[src/rtl/mmio_uart_tx.sv]
// mmio_uart_tx
// Memory-mapped 8N1 UART transmitter that sits on the CPU data port.
// A two-word window is decoded: TXDATA at UART_BASE and STATUS at UART_BASE+1.
// Stores to TXDATA queue a byte in a small TX FIFO, which is then serialised on tx.
// Stores to STATUS clear the sticky overflow flag.
// Every other access passes straight through to the data RAM with no added delay.
//
// Ports
//   CLK        clock; all state changes on the rising edge
//   RSTn       synchronous active-low reset
//   daddr      data address from the core (10 bits)
//   ddata_w    store data from the core (only bits [7:0] are transmitted)
//   d_w, d_r   store / load strobes from the core
//   ddata_r    load data returned to the core (STATUS, 0 for TXDATA, otherwise RAM data)
//   ram_rdata  read data from the RAM
//   ram_we     RAM write enable, suppressed inside the UART window
//   ram_re     RAM read enable, suppressed inside the UART window
//   tx         serial output, idles high
//
// STATUS = {29'b0, overflow, full, busy}

module mmio_uart_tx #(
  parameter logic [9:0] UART_BASE    = 10'h3F0,
  parameter int         CLKS_PER_BIT = 16,
  parameter int         FIFO_DEPTH   = 4
) (
  input  logic        CLK,
  input  logic        RSTn,
  input  logic [9:0]  daddr,
  input  logic [31:0] ddata_w,
  input  logic        d_w,
  input  logic        d_r,
  output logic [31:0] ddata_r,
  input  logic [31:0] ram_rdata,
  output logic        ram_we,
  output logic        ram_re,
  output logic        tx
);

  localparam int PTR_W  = $clog2(FIFO_DEPTH);
  localparam int CNT_W  = $clog2(FIFO_DEPTH + 1);
  localparam int BAUD_W = $clog2(CLKS_PER_BIT);

  typedef enum logic [1:0] {IDLE, START, DATA, STOP} state_t;

  state_t              state;
  logic [BAUD_W-1:0]   baud_cnt;
  logic [2:0]          bit_idx;
  logic [7:0]          shreg;
  logic [7:0]          mem [FIFO_DEPTH];
  logic [PTR_W-1:0]    wr_ptr;
  logic [PTR_W-1:0]    rd_ptr;
  logic [CNT_W-1:0]    count;
  logic                overflow;

  logic                addr_data;
  logic                addr_stat;
  logic                sel;
  logic                empty;
  logic                full;
  logic                busy;
  logic                push;
  logic                pop;
  logic                baud_last;
  logic [31:0]         status;

  // Upper store-data bits carry no meaning for a byte transmitter.
  logic                unused_ddata;
  assign unused_ddata = &{1'b0, ddata_w[31:8]};

  // Address decode and RAM pass-through (purely combinational).
  assign addr_data = (daddr == UART_BASE);
  assign addr_stat = (daddr == UART_BASE + 10'd1);
  assign sel       = addr_data | addr_stat;
  assign ram_we    = d_w & ~sel;
  assign ram_re    = d_r & ~sel;

  assign empty     = (count == '0);
  assign full      = (count == CNT_W'(FIFO_DEPTH));
  assign busy      = (state != IDLE) | ~empty;
  assign status    = {29'b0, overflow, full, busy};

  always_comb begin
    ddata_r = ram_rdata;
    if (addr_stat) begin
      ddata_r = status;
    end else if (addr_data) begin
      ddata_r = 32'h0;
    end
  end

  // Fullness is judged on the pre-edge count, so a push while full is dropped
  // even when the transmitter pops in the same cycle.
  assign push      = d_w & addr_data & ~full;
  assign baud_last = (baud_cnt == BAUD_W'(CLKS_PER_BIT - 1));

  // The transmitter takes a byte either from idle or on the final stop-bit
  // cycle, the latter giving back-to-back frames with no idle gap.
  assign pop = ~empty & ((state == IDLE) | ((state == STOP) & baud_last));

  // FIFO storage: no reset needed, the pointers define validity.
  always_ff @(posedge CLK) begin
    if (push) begin
      mem[wr_ptr] <= ddata_w[7:0];
    end
  end

  always_ff @(posedge CLK) begin
    if (!RSTn) begin
      wr_ptr   <= '0;
      rd_ptr   <= '0;
      count    <= '0;
      overflow <= 1'b0;
      state    <= IDLE;
      tx       <= 1'b1;
      baud_cnt <= '0;
      bit_idx  <= '0;
      shreg    <= '0;
    end else begin
      // FIFO bookkeeping; pointers wrap naturally at a power-of-two depth.
      if (push) begin
        wr_ptr <= wr_ptr + PTR_W'(1);
      end
      if (pop) begin
        rd_ptr <= rd_ptr + PTR_W'(1);
      end
      case ({push, pop})
        2'b10:   count <= count + CNT_W'(1);
        2'b01:   count <= count - CNT_W'(1);
        default: count <= count;
      endcase

      // Sticky overflow: set by a dropped byte, cleared by any STATUS store.
      if (d_w & addr_data & full) begin
        overflow <= 1'b1;
      end else if (d_w & addr_stat) begin
        overflow <= 1'b0;
      end

      case (state)
        IDLE: begin
          tx <= 1'b1;
          if (pop) begin
            shreg    <= mem[rd_ptr];
            tx       <= 1'b0;
            baud_cnt <= '0;
            state    <= START;
          end
        end

        START: begin
          if (baud_last) begin
            baud_cnt <= '0;
            tx       <= shreg[0];
            bit_idx  <= '0;
            state    <= DATA;
          end else begin
            baud_cnt <= baud_cnt + BAUD_W'(1);
          end
        end

        DATA: begin
          if (baud_last) begin
            baud_cnt <= '0;
            if (bit_idx == 3'd7) begin
              tx    <= 1'b1;
              state <= STOP;
            end else begin
              // Shift so the next data bit is always at shreg[1] -> shreg[0].
              bit_idx <= bit_idx + 3'd1;
              tx      <= shreg[1];
              shreg   <= {1'b0, shreg[7:1]};
            end
          end else begin
            baud_cnt <= baud_cnt + BAUD_W'(1);
          end
        end

        STOP: begin
          if (baud_last) begin
            baud_cnt <= '0;
            if (pop) begin
              shreg <= mem[rd_ptr];
              tx    <= 1'b0;
              state <= START;
            end else begin
              state <= IDLE;
            end
          end else begin
            baud_cnt <= baud_cnt + BAUD_W'(1);
          end
        end

        default: begin
          tx    <= 1'b1;
          state <= IDLE;
        end
      endcase
    end
  end

endmodule
[config.mk]
export PLATFORM = sky130hd
export DESIGN_NAME = mmio_uart_tx
export DESIGN_NICKNAME = d
export VERILOG_FILES = /design/src/rtl/mmio_uart_tx.sv
export SDC_FILE = /design/constraint.sdc
export NUM_CORES = 1
export LEC_CHECK = 0
export ABC_AREA = 1
export CAP_MARGIN = 15
export CORE_MARGIN = 2
export CORE_UTILIZATION = 50
export DETAILED_ROUTE_END_ITERATION = 10
export DONT_BUFFER_PORTS = 1
export PLACE_DENSITY = 0.63
export SYNTH_ARGS = -nofsm -noshare
export SYNTH_HDL_FRONTEND = slang
export SYNTH_SLANG_ARGS = --single-unit
[constraint.sdc]
create_clock -name CLK -period 3.1 [get_ports CLK]
set_input_delay 0.465 -clock CLK [delete_from_list [all_inputs] [get_ports CLK]]
set_output_delay 0.465 -clock CLK [all_outputs]
set_load 0.01 [all_outputs]
==> impl_metrics.json <==
{
  "cts_resized": 0,
  "crit_type": "flop to output port",
  "grt_max_degree": 37,
  "grt_pass1_wl_um": 9670,
  "clock_skew_ns": 0.00441,
  "power_density_nw_per_um2": 737,
  "cts_sinks": 60,
  "slew_violations": 0,
  "r2r_slack_ns": 0.90,
  "ys_top_cells_by_area": "edfxtp_1, dfxtp_1, nand2_1",
  "track_usage_pct": 17.7,
  "yosysSeqAreaShare_pct": 48.0,
  "cp-start-kind": "flop",
  "worstPathMaxFanout": 6,
  "final_util_pct": 54.4,
  "die_area_sq_um": 6990,
  "ioPinCount": 113,
  "cts-root-buf": "clkbuf_8",
  "rsz0062_at_grt": "no",
  "endpoint_kind": "output port",
  "fin_hold_ws_ns": 0.218,
  "synth_compound_area_share_pct": 7.86,
  "num_antenna_cells": 0,
  "cts_hold_buf": 0,
  "gr-usage-met2_pct": 29.0,
  "cp.required_ns": 2.63,
  "grt_pass1_vias": 2180,
  "critPathArrivalTime_ns": 1.82,
  "synth_xor_area_share_pct": 0.553,
  "cts_setup_buffers": 0,
  "synthFlopType": "edfxtp_1",
  "setup_tns_ns": 0,
  "asyncSetResetFlopFracSynth_pct": 0,
  "power_mw": 2.50,
  "synthMostInstantiatedCell": "nand2_1",
  "numCtsBuffers": 9,
  "dr.first_iter.drc_count": 104,
  "port_buffers": 0,
  "coreArea_sq_um": 6240,
  "synth_top_family_by_area": "simple AND/OR/NAND/NOR gates",
  "routed_wl_um": 5870,
  "max-slew-margin-rel_pct": 44.4,
  "vias_per_cell": 4.91,
  "final_area_sq_um": 3400,
  "htreeDepth": 3,
  "place_area_sq_um": 3210,
  "start_util_pct": 50.8,
  "status": "finished clean",
  "final-hold-violation-count": 0,
  "max_freq_mhz": 438,
  "insertion_delay_ns": 0.33,
  "gp_congestion": 0.795,
  "yosys.area_share.simple_pct": 27.8,
  "fp-row-count": 29,
  "drc_errors": 0,
  "use_met1_pct": 21.7,
  "avgSynthCellArea_sq_um": 7.67,
  "p_leak_nw": 1.63,
  "synth_nets": 506,
  "tightest_slew_ns": 0.831,
  "synthAdderAreaFrac_pct": 6.16,
  "final.min_clock_period_ns": 2.28,
  "wl_per_cell_um": 11.8,
  "met3_usage_pct": 4.25,
  "drtAntennaViolNets": 0,
  "netlist_area_sq_um": 3170,
  "netlist_top_cells_count": "nand2_1, inv_1, nor2_1, edfxtp_1, dfxtp_1",
  "synth_top_area_cell": "edfxtp_1",
  "drtPass1Iterations": 4,
  "cts_tree": "built",
  "drv_cap": 0,
  "vias": 2437,
  "ys_ff_latch": 60,
  "grt_antenna_before_repair": 0,
  "grt.overflow.total": 0,
  "clk_path_buf_depth": 2,
  "synthMuxAreaShare_pct": 0,
  "drive_above_1_share_pct": 5.97,
  "die_y_um": 83.6,
  "final_nets": 507,
  "clk_pin_slew_ns": 0.07,
  "ys_types": 29,
  "yosysWarnings": 0,
  "setup_viol": 0,
  "top_usage_layer": "met2",
  "area_delta_synth_final_pct": 7.19,
  "hpwl_um": 4210,
  "irDropWorstVdd_mv": 0.375,
  "synth_edf_count": 32,
  "finalCritPeriodShare_pct": 73.7,
  "synthCells": 413,
  "hp-class": "primary input to flop",
  "yosysTopAreaCellShare_pct": 30.3,
  "die_x_um": 83.6
}
-- power by group --
group          switching (mW)  internal (mW)  leakage (nW)  total [mW]
logic                   0.544          0.283          1.02       0.828
registers              0.0876          0.924         0.517        1.01
clock network           0.298          0.366        0.0926       0.664
total                   0.930           1.57          1.63        2.50
-- per-layer routing --
metal	vias up	wire length (um)
li1	1292	-
met1	1069	2720
met2	66	2790
met3	10	245
met4	0	118
met5	-	0
-- placed cells by master (no fill, tap or decap), drive strengths merged --
master and instances:
bufinv 1, clkbuf 9, a21oi 17, nor2 46
or2 1, edfxtp 32, o21ai 26, dfxtp 28
nand3 12, ha 14, clkinvlp 2, a211oi 1
fa 1, o21a 1, nor3 4, clkinv 4
nor4 1, nand2 145, inv 65, nand3b 1
xor2 2, nand4 4, a21boi 2
-- worst paths after layout --
check	end	depth (start not counted)	from
max reg2reg	count[1]	7	state[0]
max	ddata_r[0]	5	state[0]
min reg2reg	count[2]	1	count[2]
min	tx	1	RSTn
-- final cells by class --
cell class                 count  area, sq um
multi-input combinational    278         1340
sequential                    60         1520
clock buffer                   9          124
fill                         590         2840
clock inverter                 7         67.6
inverter                      65          244
tap                           77         96.3
-- cells by family (layout without fill, tap and decap cells) --
kind of cell,count (synthesis),after routing
buf+inv,75,81
compound gates,47,47
simple gates,214,214
fa+ha+maj,15,15
xor+xnor,2,2
flops,60,60
-- state kept, by name (all words and copies together), names as in the netlist, named ones only --
| register | cells |
|---|---|
| bit_idx | 3 |
| shreg | 8 |
| count | 3 |
| wr_ptr | 2 |
| tx | 1 |
| baud_cnt | 4 |
| rd_ptr | 2 |
| state | 2 |
| mem | 32 |
| overflow | 1 |
-- stage by stage --
stage / worst slack [ns] / std cells
after floorplan: 1.06 / 413
after global placement: 0.875 / 480
after detailed placement: 0.815 / 480
after CTS: 0.776 / 496
after global routing: 0.604 / 496
final: 0.816 / 496
-- worst max-delay path, stage by stage (launching register included) --
cell	delay [ns]
dfxtp_1	0.44
inv_1	0.12
ha_1	0.23
nand3_1	0.20
inv_1	0.13
o21ai_0	0.37
(Power assumes the default switching activity.)
